$ cat src/rtl/imem_port_arbiter.sv
// Two-requester (fetch / data) arbiter for a single in-order memory port with response routing.
// Optional feature: define MEM_ARB_RR_EN for round-robin arbitration (default: fixed priority, D over F).
module imem_port_arbiter #(
  parameter int MAX_OUTST = 8,
  parameter int AW        = 32
) (
  input  logic                         clk,
  input  logic                         rst,
  input  logic                         f_req_valid,
  output logic                         f_req_ready,
  input  logic [AW-1:0]                f_req_addr,
  output logic                         f_resp_valid,
  input  logic                         f_resp_ready,
  output logic [31:0]                  f_resp_data,
  input  logic                         d_req_valid,
  output logic                         d_req_ready,
  input  logic [AW-1:0]                d_req_addr,
  input  logic                         d_req_we,
  input  logic [31:0]                  d_req_wdata,
  input  logic [3:0]                   d_req_wstrb,
  output logic                         d_resp_valid,
  input  logic                         d_resp_ready,
  output logic [31:0]                  d_resp_data,
  output logic                         mem_req_valid,
  input  logic                         mem_req_ready,
  output logic [AW-1:0]                mem_req_addr,
  output logic                         mem_req_we,
  output logic [31:0]                  mem_req_wdata,
  output logic [3:0]                   mem_req_wstrb,
  input  logic                         mem_resp_valid,
  output logic                         mem_resp_ready,
  input  logic [31:0]                  mem_resp_data,
  output logic [$clog2(MAX_OUTST):0]   outst_cnt,
  output logic                         orphan_err
);

  localparam int PW = $clog2(MAX_OUTST);
  localparam int CW = PW + 1;
  localparam logic SRC_F = 1'b0;
  localparam logic SRC_D = 1'b1;

  logic [MAX_OUTST-1:0] id_fifo;
  logic [PW-1:0]        head;
  logic [PW-1:0]        tail;
  logic [CW-1:0]        count;
  logic                 orphan_q;
  logic                 sel;
  logic                 hd;
  logic                 can_issue;
  logic                 has_outst;
  logic                 grant_fire;
  logic                 pop_fire;

  assign can_issue  = (count < CW'(MAX_OUTST));
  assign has_outst  = (count != '0);
  assign hd         = id_fifo[head];
  assign grant_fire = mem_req_valid & mem_req_ready;
  assign pop_fire   = has_outst & mem_resp_valid & mem_resp_ready;

`ifdef MEM_ARB_RR_EN
  // last_sel holds the source of the most recent grant; the other side wins a tie.
  logic last_sel;

  always_comb begin
    sel = SRC_F;
    if (f_req_valid && d_req_valid) sel = ~last_sel;
    else if (d_req_valid)           sel = SRC_D;
  end

  always_ff @(posedge clk or posedge rst) begin
    if (rst)             last_sel <= SRC_F;
    else if (grant_fire) last_sel <= sel;
  end
`else
  always_comb begin
    sel = d_req_valid ? SRC_D : SRC_F;
  end
`endif

  // Request path: purely combinational mux onto the memory port.
  always_comb begin
    mem_req_valid = can_issue & (f_req_valid | d_req_valid);
    f_req_ready   = can_issue & mem_req_ready & f_req_valid & (sel == SRC_F);
    d_req_ready   = can_issue & mem_req_ready & d_req_valid & (sel == SRC_D);
    mem_req_addr  = f_req_addr;
    mem_req_we    = 1'b0;
    mem_req_wdata = '0;
    mem_req_wstrb = '0;
    if (sel == SRC_D) begin
      mem_req_addr  = d_req_addr;
      mem_req_we    = d_req_we;
      mem_req_wdata = d_req_wdata;
      mem_req_wstrb = d_req_wstrb;
    end
  end

  // Response path: the FIFO head names the owner; with nothing outstanding the response is sunk.
  always_comb begin
    f_resp_valid   = has_outst & mem_resp_valid & (hd == SRC_F);
    d_resp_valid   = has_outst & mem_resp_valid & (hd == SRC_D);
    f_resp_data    = mem_resp_data;
    d_resp_data    = mem_resp_data;
    mem_resp_ready = mem_resp_valid;
    if (has_outst) mem_resp_ready = (hd == SRC_D) ? d_resp_ready : f_resp_ready;
  end

  always_ff @(posedge clk) begin
    if (grant_fire) id_fifo[tail] <= sel;
  end

  always_ff @(posedge clk or posedge rst) begin
    if (rst) begin
      head     <= '0;
      tail     <= '0;
      count    <= '0;
      orphan_q <= 1'b0;
    end else begin
      if (grant_fire) tail <= tail + 1'b1;
      if (pop_fire)   head <= head + 1'b1;
      case ({grant_fire, pop_fire})
        2'b10:   count <= count + 1'b1;
        2'b01:   count <= count - 1'b1;
        default: count <= count;
      endcase
      if (!has_outst && mem_resp_valid) orphan_q <= 1'b1;
    end
  end

  assign outst_cnt  = count;
  assign orphan_err = orphan_q;

endmodule

$ cat config.mk
export PLATFORM = sky130hd
export DESIGN_NAME = imem_port_arbiter
export DESIGN_NICKNAME = d
export VERILOG_FILES = /design/src/rtl/imem_port_arbiter.sv
export SDC_FILE = /design/constraint.sdc
export NUM_CORES = 1
export LEC_CHECK = 0
export ABC_AREA = 1
export ABC_CLOCK_PERIOD_IN_PS = 3300
export CAP_MARGIN = 20
export CORE_AREA = 2 2 112 114
export CTS_CLUSTER_DIAMETER = 200
export DETAILED_ROUTE_END_ITERATION = 6
export DIE_AREA = 0 0 114 116
export GPL_ROUTABILITY_DRIVEN = 0
export PLACE_DENSITY = 0.73
export SKIP_CTS_REPAIR_TIMING = 1
export SLEW_MARGIN = 25
export SYNTH_ARGS = -nofsm -noshare
export SYNTH_HDL_FRONTEND = slang
export SYNTH_SLANG_ARGS = --single-unit
$ cat constraint.sdc
create_clock -name clk -period 3.3 [get_ports clk]
set_clock_uncertainty 0.2 [all_clocks]
set_input_delay 0.66 -clock clk [delete_from_list [all_inputs] [get_ports clk]]
set_output_delay 0.66 -clock clk [all_outputs]
set_load 0.005 [all_outputs]
Word-level counts from Yosys, hierarchy flattened

Index checks and enable logic that the tools add are counted.

Flip-flop bits (word level): 19
Bits of input ports: 141
Output and inout port bits: 144
Word-level logic and storage cells: 47

Add/subtract/negate cells: 4
Magnitude comparators: 4
Equal/unequal tests: 2
Multiplexer cells: 13
Bitwise gates (word level): 14
Reductions and logical operators: 5

Operators by type and width:

| kind                                                | count |
|---|---|
| two-way mux 32 bit                                  | 2 |
| bitwise AND 1 bit                                   | 11 |
| bitwise mux 8 bit                                   | 1 |
| < comparator 3 x 4 -> 1 bit, second input constant  | 2 |
| one-hot mux 4 bit (2 select lines)                  | 1 |
| adder 3 x 1 -> 3 bit, second input constant         | 2 |
| two-way mux 1 bit                                   | 6 |
| adder 4 x 1 -> 4 bit, second input constant         | 1 |
| < comparator 4 bit, second input constant           | 1 |
| two-way mux 4 bit                                   | 1 |
| nonzero test 4 bit                                  | 1 |
| subtractor 4 x 1 -> 4 bit, second input constant    | 1 |
| binary-select mux 1 bit (select 3 bit)              | 1 |
| demux 1 bit (select 3 bit)                          | 1 |
| >= comparator 3 x 1 -> 1 bit, second input constant | 1 |
| equality test 2 x 1 -> 1 bit, second input constant | 1 |
| equality test 2 bit, second input constant          | 1 |
| logical AND 1 bit                                   | 2 |
| NOT 1 bit                                           | 2 |
| nonzero test 2 bit                                  | 1 |
| logical NOT 1 bit                                   | 1 |
| bitwise OR 1 bit                                    | 1 |

Depth between registers and ports, before layout

Gate-level depths: netlist (run 1).

Word-level depth: 7
Mapped depth: 14
Depth with buffers taken out: 14

Least setup slack after synthesis (run 1)

OpenSTA, ideal clock, no wires.

Kind: input -> register
Start point: in d_req_valid
End point: reg count[2], in the netlist outst_cnt[2]
Setup time: 0.128 ns
Arrival: 2.022 ns
Setup slack: 0.950 ns
Stages: 10
Path through: buf_4 inv_2 a21oi_4 nand2_2 ha_1 xor2_2 ha_1 a21oi_1 xor2_1 o21ai_0

Cells in the longest elaborated chain, start to end: 5
Elaborated cells on any way between the ends: 7
Those cells by class: 2 x eq/ne; 1 x mux; 3 x bitwise; 1 x reduce/logical

Ends and longest elaborated chain:

| what                                                                            | RTL line | source |
|---|---|---|
| start: declaration                                                              | 15       | `input logic d_req_valid,` |
| bitwise OR 1 bit *                                                              | 82       | `mem_req_valid = can_issue & (f_req_valid \| d_req_valid);` |
| bitwise AND 1 bit *                                                             | 82       |  |
| via mem_req_valid                                                               | 24       | `output logic mem_req_valid,` |
| bitwise AND 1 bit *                                                             | 57       | `assign grant_fire = mem_req_valid & mem_req_ready;` |
| equality test 2 x 1 -> 1 bit / equality test 2 bit (equally long branches)      | 120      | `case ({grant_fire, pop_fire})` |
| one-hot mux 4 bit (2 select lines) / nonzero test 2 bit (equally long branches) | --       |  |
| end signal: assignment                                                          | 121      | `2'b10: count <= count + 1'b1;` |
| end signal: assignment                                                          | 122      | `2'b01: count <= count - 1'b1;` |
| end signal: assignment                                                          | 123      | `default: count <= count;` |
| end: declaration                                                                | 45       | `logic [CW-1:0] count;` |

Mark *: on every way through the listed nets, which the timed path passes. The rest lies on a longest branch.
A chain may end at the register's enable or synchronous reset.

Worst setup path after layout (run 1)

Start point: in mem_resp_valid
End point: out f_resp_valid

Cells in the longest elaborated chain, start to end: 2

Ends and longest elaborated chain:

| what                           | RTL line | source |
|---|---|---|
| start: declaration             | 30       | `input logic mem_resp_valid,` |
| bitwise AND 1 bit (2 in a row) | 99       | `f_resp_valid = has_outst & mem_resp_valid & (hd == SRC_F);` |
| end: declaration               | 12       | `output logic f_resp_valid,` |

No other way between the ends.

==> results of run 1 <==
-- layout make-up --
type | count | area share [%]
clock inverters | 1 | 0.193
clock buffers | 3 | 1.93
inverters | 62 | 5.97
well taps | 147 | 4.72
repair buffers | 189 | 48.7
flip-flops and latches | 19 | 13.2
multi-input cells | 219 | 25.3
-- critical path: cells and delay by family --
kind | cells | cell delay [ps]
AND/OR/NAND/NOR | 1 | 200
buffers and inverters | 4 | 1130
AO/OA/AOI/OAI | 1 | 120
-- stage by stage --
stage,std cells,area (sq um)
after detailed placement,636,3810
after global routing,640,3900
after global placement,636,3810
after CTS,640,3900
final,640,3900
after floorplan,375,2260
-- state kept, by name, summed over array words and instances (netlist names) --
register and cells:
id_fifo 8, outst_cnt 4, head 3, tail 3, orphan_err 1
-- worst paths after layout --
path	from	endpoint	slack, ps	depth (start not counted)
max in group asynchronous	rst	orphan_err	2050	2
hold reg to reg	orphan_err	orphan_err	260	2
setup reg to reg	outst_cnt[3]	outst_cnt[2]	760	10
setup / recovery	mem_resp_valid	f_resp_valid	330	6
min in group asynchronous	rst	outst_cnt[3]	530	2
hold / removal	orphan_err	orphan_err	260	2
-- power groups by stage --
stage	logic [uW]	clock network [uW]	registers, uW
after global routing	966	273	423
after floorplan	502	0	395
final	858	256	410
after CTS	873	261	410
after global placement	859	0	414
after detailed placement	868	0	414
-- Yosys cell counts, types with 2 or more instances --
cell type                  count  area share (%)
sky130_fd_sc_hd__nand2_2       2            0.55
sky130_fd_sc_hd__xor2_1        5             1.9
sky130_fd_sc_hd__a21oi_1       3            0.66
sky130_fd_sc_hd__ha_1          5             2.8
sky130_fd_sc_hd__edfxtp_1      8              11
sky130_fd_sc_hd__inv_2         3            0.50
sky130_fd_sc_hd__clkbuf_1     10             1.7
sky130_fd_sc_hd__buf_4        65              22
sky130_fd_sc_hd__inv_1        59             9.8
sky130_fd_sc_hd__nand3_1      11             2.4
sky130_fd_sc_hd__dfrtp_1      11              12
sky130_fd_sc_hd__o21ai_0       2            0.44
sky130_fd_sc_hd__nand2_1     169              28
sky130_fd_sc_hd__nand3_2       3             1.3
sky130_fd_sc_hd__nor2_1       10             1.7
-- cells by family after synthesis --
family / synth area share (%)
AOI/OAI and AO/OA: 2.05
xor gates and xnor gates: 3.05
adders and majority gates: 2.77
buffers and inverters: 33.6
DFF: 22.8
and+or+nand+nor: 35.8
-- per-layer routing --
| layer | track usage (%) | up-vias |
|---|---|---|
| li1 | - | 1261 |
| met1 | 11.2 | 990 |
| met2 | 19.0 | 129 |
| met3 | 6.07 | 4 |
| met4 | 3.82 | 0 |
| met5 | 0 | - |
==> out/qor.txt, run 1 <==
Post-synthesis register bit count - 19
Largest stage delay on the critical path - 510 ps
CTS tree - done
Clock network fraction of design power - 16.8%
Data required time of the worst path - 2440 ps
EDFF count, synth - 8
CTS H-tree depth - 1
First-pass GRT wire length - 11.2 mm
Overflow left after global routing - 0
Final period util - 90.1%
Worst slew margin relative to its limit - 58.2%
Status - finished, final reports clean
Critical Path Start Type - input pin
Leakage power summed over all cells - 0.00199 uW
Class of the worst hold path - reg -> reg
Area of the die - 13,200 sq um
Sequential power share - 26.9%
Synthesis-to-finish area growth - 72.5%
Transition time at the pin with the least slew margin - 626 ps
Summed instance area of the synthesized netlist - 2260 sq um
Upper clock frequency limit - 336 MHz
First-pass detailed-route iteration total - 4
Slowest cell on the critical path - sky130_fd_sc_hd__clkdlybuf4s50_1
Leading cell type in the layout, fill and taps excluded - sky130_fd_sc_hd__clkdlybuf4s50_1
Number of cell rows - 40
Endpoints failing hold - 0
Met3 Wirelength - 1.05 mm
Footprint of the multi-input gates - 986 sq um
Global-route total usage across every layer - 11.0%
Switching pwr - 569 uW
Ratio of total power to cell area - 391 nW/um^2
Worst-case vdd ir drop - 0.133 mV
Setup crit end kind - output pin
Detailed-route vias per instance - 3.73
Wirelength per Cell - 12.1 um
WS Path Type - in -> out
Antenna violations before repair - 0
Initial standard-cell utilization of the core - 19.0%
Largest net degree at the start of global routing - 79
Final ANT Viol Nets - 0
Final hold slack - 263 ps
FFs w/ async S/R, synth - 57.9%
Setup violators final - 0
Number of violations of the max-capacitance limit - 0
FILL cells - 1,266
Switching Share - 37.3%
Post-Synthesis Net Count - 521
Port bufs - 188
Post-synth top flop - sky130_fd_sc_hd__dfrtp_1
# clock sinks - 19
Bufs on Longest Clock Path - 2
Synth Warn # - 0
Storage cell area - 515 sq um
Met2 Routed Length - 3.77 mm
Vias in the first global route - 2,196
Floorplan core area - 11,900 sq um
Diode insertion count for antenna repair - 0
Final period demand of the worst path - 2970 ps
Number of remaining DRC errors - 0
Setup Slack @ Placement - 326 ps
Clock root buffer - sky130_fd_sc_hd__clkbuf_16
DP Wirelength - 6.61 mm
Clock-pin transition on the worst setup and hold timing paths - 60 ps
Top-Level Pins - 285
RSZ-0062 raised after global routing - no
Number of design-rule violations left by the first detailed-router iteration - 94
Height of the chip - 116 um
List of cells traversed by the critical path - clkdlybuf4s50_1 -> inv_1 -> nor2_2 -> inv_1 -> a21oi_1 -> clkdlybuf4s50_1
Highest net fanout along the worst path - 5
Final core utilization - 32.7%
Summed negative setup slack over all endpoints - 0 ps
Number of distinct library cells after synthesis - 24
Die Span X - 114 um
Number of pins exceeding their max-slew limit in the final report - 0
Combinational power share - 56.3%
Highest Signal Layer - met4
Number of buffers created by CTS - 3
Mean cell area of the mapped netlist - 6.03 sq um
Via count - 2,384
Arr. time, crit path - 2110 ps
Fraction of final layout cells with drive strength greater than 1 - 3.85%
Commonest non-fill, non-tap cells in the layout - sky130_fd_sc_hd__clkdlybuf4s50_1 (187), sky130_fd_sc_hd__nand2_1 (169), sky130_fd_sc_hd__inv_1 (59)
Clock insertion delay at the later pin of the skew report - 250 ps
Final Worst Setup Slack - 327 ps
NumNets Final - 640
Post-synthesis sequential area ratio - 22.8%
Number of standard cells after synthesis - 375
P_int - 956 uW
Power consumption - 1520 uW
Final WL - 7.75 mm
Routed metal-1 wirelength - 2.82 mm
(Power assumes the default switching activity.)
==> run 2, diff against run 1 <==
Settings changed: ABC_AREA 1 to default, PLACE_DENSITY 0.73 to 0.72.
==> run 2 against run 1 <==
Against the previous run: register-to-register slack got worse by 390 ps; synthesized area fell by 5.3%; cell area decreased by 2.0%; highest routed layer is now met5.
==> out/qor.txt, run 2 <==
Status - finished, final reports clean (unchanged)
Leakage power summed over all cells - 0.00144 uW (was 0.00199 uW)
Upper clock frequency limit - 316 MHz (was 336 MHz)
Vias in the first global route - 2,043 (was 2,196)
Top-Level Pins - 285 (unchanged)
Clock insertion delay at the later pin of the skew report - 250 ps (about the same)
Synth Warn # - 0 (unchanged)
Fraction of final layout cells with drive strength greater than 1 - 14.0% (was 3.85%)
Endpoints failing hold - 0 (unchanged)
Cell with the most instances after synthesis - sky130_fd_sc_hd__buf_4 (was sky130_fd_sc_hd__nand2_1)
List of most frequent post-synthesis cells - sky130_fd_sc_hd__buf_4 (64), sky130_fd_sc_hd__and2_1 (37), sky130_fd_sc_hd__mux2_2 (34) (was sky130_fd_sc_hd__nand2_1 (169), sky130_fd_sc_hd__buf_4 (65), sky130_fd_sc_hd__inv_1 (59))
# clock sinks - 19 (unchanged)
Post-synth top flop - sky130_fd_sc_hd__dfrtp_1 (unchanged)
P_int - 1070 uW (was 956 uW)
Highest Signal Layer - met5 (was met4)
Number of buffers created by CTS - 3 (unchanged)
Largest net degree at the start of global routing - 62 (was 79)
Post-synthesis sequential area ratio - 24.1% (was 22.8%)
FFs w/ async S/R, synth - 57.9% (unchanged)
CTS tree - done (unchanged)
Switching pwr - 480 uW (was 569 uW)
Diode insertion count for antenna repair - 0 (unchanged)
Worst flop-to-flop path startpoint - head[0] (was outst_cnt[3])
Ratio of total power to cell area - 406 nW/um^2 (was 391 nW/um^2)
Worst slew margin relative to its limit - 70.6% (was 58.2%)
Post-synthesis register bit count - 19 (unchanged)
Via count - 1,955 (was 2,384)
Final WL - 7.61 mm (was 7.75 mm)
End point of the worst hold path - orphan_err (unchanged)
NumNets Final - 497 (was 640)
Sequential power share - 28.3% (was 26.9%)
Number of cell rows - 40 (unchanged)
Setup violators final - 0 (unchanged)
Wirelength per Cell - 15.3 um (was 12.1 um)
DP Wirelength - 6.57 mm (was 6.61 mm)
Flip-flop count of the largest register, all copies and words added - 8 (unchanged)
Setup crit end kind - output pin (unchanged)
First-pass GRT wire length - 11.2 mm (about the same)
Number of violations of the max-capacitance limit - 0 (unchanged)
Commonest non-fill, non-tap cells in the layout - sky130_fd_sc_hd__clkdlybuf4s50_1 (187), sky130_fd_sc_hd__and2_1 (37), sky130_fd_sc_hd__mux2_2 (34) (was sky130_fd_sc_hd__clkdlybuf4s50_1 (187), sky130_fd_sc_hd__nand2_1 (169), sky130_fd_sc_hd__inv_1 (59))
Port bufs - 188 (unchanged)
Post-Synthesis Net Count - 371 (was 521)
Setup Slack @ Placement - 101 ps (was 326 ps)
Highest net fanout along the worst path - 5 (unchanged)
WS Path Type - reg -> out (was in -> out)
Destination of the worst register-to-register timing path - outst_cnt[2] (unchanged)
Met2 Routed Length - 3.57 mm (was 3.77 mm)
Number of design-rule violations left by the first detailed-router iteration - 46 (was 94)
First-pass detailed-route iteration total - 4 (unchanged)
Arr. time, crit path - 2310 ps (was 2110 ps)
Number of distinct library cells after synthesis - 32 (was 24)
Number of remaining DRC errors - 0 (unchanged)
Overflow left after global routing - 0 (unchanged)
Summed negative setup slack over all endpoints - 0 ps (unchanged)
Transition time at the pin with the least slew margin - 440 ps (was 626 ps)
Biggest area consumer among synthesized cells - sky130_fd_sc_hd__buf_4 (was sky130_fd_sc_hd__nand2_1)
Leading cell type in the layout, fill and taps excluded - sky130_fd_sc_hd__clkdlybuf4s50_1 (unchanged)
Die Span X - 114 um (unchanged)
Placed Instances - 491 (was 636)
Met3 Wirelength - 1.01 mm (was 1.05 mm)
CTS H-tree depth - 1 (unchanged)
Largest cells by area after synthesis - sky130_fd_sc_hd__buf_4 (22%), sky130_fd_sc_hd__mux2_2 (18%), sky130_fd_sc_hd__dfrtp_1 (13%) (was sky130_fd_sc_hd__nand2_1 (28%), sky130_fd_sc_hd__buf_4 (22%), sky130_fd_sc_hd__dfrtp_1 (12%))
Routed metal-1 wirelength - 2.94 mm (was 2.82 mm)
Share of the synthesized area in the top cell type - 22.4% (was 28.1%)
Hold Path Origin - orphan_err (unchanged)
Data required time of the worst path - 2440 ps (about the same)
Final ANT Viol Nets - 0 (unchanged)
Detailed-route vias per instance - 3.93 (was 3.73)
Antenna violations before repair - 2 (was 0)
Clock-pin transition on the worst setup and hold timing paths - 50 ps (was 60 ps)
RSZ-0062 raised after global routing - no (unchanged)
Final Worst Setup Slack - 132 ps (was 327 ps)
Register-to-register setup slack - 370 ps (was 760 ps)
Final core utilization - 32.1% (was 32.7%)
Bufs on Longest Clock Path - 2 (unchanged)
Number of cells in the finished layout apart from fillers - 497 (was 640)
Critical Path Start Type - flop (was input pin)
Clock root buffer - sky130_fd_sc_hd__clkbuf_16 (unchanged)
Summed instance area of the synthesized netlist - 2140 sq um (was 2260 sq um)
Number of pins exceeding their max-slew limit in the final report - 0 (unchanged)
Synthesis-to-finish area growth - 78.5% (was 72.5%)
Worst-case vdd ir drop - 0.184 mV (was 0.133 mV)
Final period util - 96.0% (was 90.1%)
Height of the chip - 116 um (unchanged)
Class of the worst hold path - reg -> reg (unchanged)
EDFF count, synth - 8 (unchanged)
Combinational power share - 55.9% (was 56.3%)
Register name with the most flops - id_fifo (unchanged)
Hold path depth - 1 (was 2)
Clock network fraction of design power - 15.8% (was 16.8%)
Floorplan core area - 11,900 sq um (unchanged)
Global-route total usage across every layer - 10.9% (was 11.0%)
Switching Share - 30.9% (was 37.3%)
Area of the die - 13,200 sq um (unchanged)
Initial standard-cell utilization of the core - 18.0% (was 19.0%)
Number of cells on the worst reg-to-reg path - 10 (unchanged)
Final period demand of the worst path - 3170 ps (was 2970 ps)
Number of standard cells after synthesis - 225 (was 375)
Mean cell area of the mapped netlist - 9.51 sq um (was 6.03 sq um)
## run 2: routing by layer
metal	track usage (%)	vias up
met5	0	-
met4	2.28	4
met3	5.96	11
met2	17.3	129
met1	13.0	874
li1	-	937
## run 2: worst max-delay path, stage by stage (launching register included)
cell and delay [ps]:
sky130_fd_sc_hd__dfrtp_2 390, sky130_fd_sc_hd__mux4_1 550, sky130_fd_sc_hd__mux2_4 330, sky130_fd_sc_hd__mux2i_1 140
sky130_fd_sc_hd__a21oi_1 140, sky130_fd_sc_hd__clkdlybuf4s50_1 510
## run 2: area by class of cell
type	instances	area, sq um
tap	147	184
inverter	3	11.3
clock buffer	4	78.8
timing repair buffer	193	1930
sequential	19	517
fill	1221	8090
multi-input combinational	131	1100
## run 2: cells by family after synthesis
kind of cell    after synthesis  share of synthesized area (%)
mux                          41                           23.7
xor+xnor                      9                           3.68
buf+inv                      75                           24.4
flops                        19                           24.1
simple gates                 69                           18.9
fa+ha+maj                     5                           2.92
compound gates                7                           2.28
## run 2: worst max path at each step
stage                   startpoint  slack, ps  depth (start not counted)             end
floorplan              d_req_valid        320                         11    outst_cnt[2]
global placement    mem_resp_valid        180                         11    outst_cnt[2]
detailed placement  mem_resp_valid        100                         11    outst_cnt[2]
CTS                        head[0]         50                          5  mem_resp_ready
global route               head[0]         20                          5  mem_resp_ready
finish                     head[0]        130                          5  mem_resp_ready
## run 2: per-stage QoR
step / power [uW] / area (sq um) / hold WS (ps)
4_1_cts: 1550 / 3800 / 282
3_3_place_gp: 1260 / 3730 / 262
2_1_floorplan: 911 / 2140 / 268
6_report: 1550 / 3820 / 282
3_5_place_dp: 1290 / 3730 / 267
5_1_grt: 1670 / 3820 / 313
## run 2: power by group through the flow
stage          Combinational, uW  Sequential (uW)  Clock, uW
2_1_floorplan                491              420          0
3_3_place_gp                 829              436          0
3_5_place_dp                 851              442          0
4_1_cts                      859              439        253
5_1_grt                      953              457        265
6_report                     868              439        246
==> run 3, diff against run 2 <==
Settings changed: GPL_TIMING_DRIVEN from default to 0, PLACE_DENSITY 0.72 to 0.59.
==> run 3 against run 2 <==
Against the previous run: sequential power is essentially flat; clock power is essentially flat; worst hold slack lost 7.1 ps; die area is the same; via count grew 25%; cell area grew 30%; utilization grew 9.6 points; non-clock buffer count grew 134; fmax shrank 0.73%; critical endpoint unchanged; largest power group unchanged; highest routed layer is now met4.
==> out/qor.txt, run 3 (same netlist as run 2, synthesis figures left out) <==
Wirelength per Cell - 15.4 um (was 15.3 um)
Global-route total usage across every layer - 13.1% (was 10.9%)
Initial standard-cell utilization of the core - 18.0% (unchanged)
Largest stage delay on the critical path - 560 ps (was 550 ps)
Routed metal-1 wirelength - 3.75 mm (was 2.94 mm)
WS Path Type - reg -> out (unchanged)
Final period demand of the worst path - 3190 ps (was 3170 ps)
NumNets Final - 631 (was 497)
Count of buffer and inverter cells on the critical path - 1 (unchanged)
Final Worst Setup Slack - 108 ps (was 132 ps)
Number of pins exceeding their max-slew limit in the final report - 0 (unchanged)
Number of cell rows - 40 (unchanged)
Top-Level Pins - 285 (unchanged)
Power consumption - 1710 uW (was 1550 uW)
FILL cells - 1,178 (was 1,221)
Commonest non-fill, non-tap cells in the layout - sky130_fd_sc_hd__clkdlybuf4s50_1 (251), sky130_fd_sc_hd__buf_4 (68), sky130_fd_sc_hd__and2_1 (37) (was sky130_fd_sc_hd__clkdlybuf4s50_1 (187), sky130_fd_sc_hd__and2_1 (37), sky130_fd_sc_hd__mux2_2 (34))
Clock-pin transition on the worst setup and hold timing paths - 50 ps (about the same)
Arr. time, crit path - 2330 ps (was 2310 ps)
Worst slew margin relative to its limit - 70.1% (was 70.6%)
Slowest cell on the critical path - sky130_fd_sc_hd__mux4_1 (unchanged)
Diode insertion count for antenna repair - 0 (unchanged)
DP Wirelength - 8.69 mm (was 6.57 mm)
Overflow left after global routing - 0 (unchanged)
First-pass GRT wire length - 13.5 mm (was 11.2 mm)
Highest Signal Layer - met4 (was met5)
Final hold slack - 275 ps (was 282 ps)
Number of cells in the finished layout apart from fillers - 631 (was 497)
Number of buffers created by CTS - 3 (unchanged)
Transition time at the pin with the least slew margin - 446 ps (was 440 ps)
Area of the die - 13,200 sq um (unchanged)
Data required time of the worst path - 2440 ps (about the same)
Floorplan core area - 11,900 sq um (unchanged)
Class of the worst hold path - reg -> reg (unchanged)
Height of the chip - 116 um (unchanged)
Leading cell type in the layout, fill and taps excluded - sky130_fd_sc_hd__clkdlybuf4s50_1 (unchanged)
Antenna violations before repair - 0 (was 2)
Highest net fanout along the worst path - 5 (unchanged)
Bufs on Longest Clock Path - 2 (unchanged)
Met3 Wirelength - 782 um (was 1.01 mm)
Die Span X - 114 um (unchanged)
Status - finished, final reports clean (unchanged)
Cell family contributing the most delay on the critical path - multiplexers (unchanged)
CTS tree - done (unchanged)
Number of violations of the max-capacitance limit - 0 (unchanged)
Setup Slack @ Placement - -1050 ps (was 101 ps)
Port bufs - 252 (was 188)
Vias in the first global route - 2,506 (was 2,043)
Final WL - 9.72 mm (was 7.61 mm)
First-pass detailed-route iteration total - 4 (unchanged)
Flip-flop count of the largest register, all copies and words added - 8 (unchanged)
Clock insertion delay at the later pin of the skew report - 240 ps (was 250 ps)
Ratio of total power to cell area - 344 nW/um^2 (was 406 nW/um^2)
List of cells traversed by the critical path - mux4_1 -> mux2_4 -> mux2i_1 -> a21oi_1 -> clkdlybuf4s50_1 (unchanged)
Leakage power summed over all cells - 0.00202 uW (was 0.00144 uW)
Number of remaining DRC errors - 0 (unchanged)
Setup crit end kind - output pin (unchanged)
Endpoints failing hold - 0 (unchanged)
Synthesis-to-finish area growth - 132% (was 78.5%)
Via count - 2,438 (was 1,955)
Met2 Routed Length - 4.99 mm (was 3.57 mm)
Register-to-register setup slack - 240 ps (was 370 ps)
# clock sinks - 19 (unchanged)
Clock root buffer - sky130_fd_sc_hd__clkbuf_16 (unchanged)
Placed Instances - 624 (was 491)
Final period util - 96.7% (was 96.0%)
CTS H-tree depth - 1 (unchanged)
Final ANT Viol Nets - 0 (unchanged)
Setup violators final - 0 (unchanged)
Number of design-rule violations left by the first detailed-router iteration - 37 (was 46)
Critical Path Start Type - flop (unchanged)
Largest net degree at the start of global routing - 12 (was 62)
Worst-case vdd ir drop - 0.200 mV (was 0.184 mV)
Upper clock frequency limit - 313 MHz (was 316 MHz)
Fraction of final layout cells with drive strength greater than 1 - 24.0% (was 14.0%)
Detailed-route vias per instance - 3.86 (was 3.93)
Register name with the most flops - id_fifo (unchanged)
Final core utilization - 41.7% (was 32.1%)
==> run 3: cell types whose count changed in the layout (fill, tap and decap cells not counted), sizes merged <==
cell | before | now
clkbuf | 4 | 11
dlymetal6s2s | 0 | 1
clkdlybuf4s50 | 187 | 251
buf | 6 | 68
==> run 3: report_power, final <==
part	total (uW)	switching, uW	internal [uW]	leakage (uW)
Sequential	440	109	331	0.000198
Clock	243	78.6	164	0.0000382
Combinational	1020	322	702	0.00178
Total	1710	510	1200	0.00202
==> run 3: worst paths after layout <==
check | from | end | cells after the start
hold / removal | orphan_err | orphan_err | 1
setup reg to reg | head[0] | outst_cnt[2] | 11
min in group asynchronous | rst | outst_cnt[0] | 2
max in group asynchronous | rst | head[0] | 2
hold reg to reg | orphan_err | orphan_err | 1
setup / recovery | head[0] | mem_resp_ready | 5
==> run 3: final cells by class <==
cell class	count	area [sq um]	share of cell area [%]
multi-input combinational	131	1110	22.3
clock buffer	4	78.8	1.59
tap	147	184	3.70
buffer	72	522	10.5
sequential	19	517	10.4
inverter	3	11.3	0.227
timing repair buffer	255	2550	51.3
==> run 3: through the flow <==
step	setup TNS [ps]	cell area (sq um)
3_5_place_dp	-52160	4850
2_1_floorplan	0	2140
4_1_cts	-49560	4930
3_3_place_gp	-50320	4850
6_report	0	4970
5_1_grt	-20.2	4970
==> run 3: routing by layer <==
metal / global-route usage [%] / vias to the layer above
met1: 15.8 / 1107
met4: 3.41 / 0
met2: 22.8 / 116
met5: 0 / -
met3: 3.87 / 12
li1: - / 1203
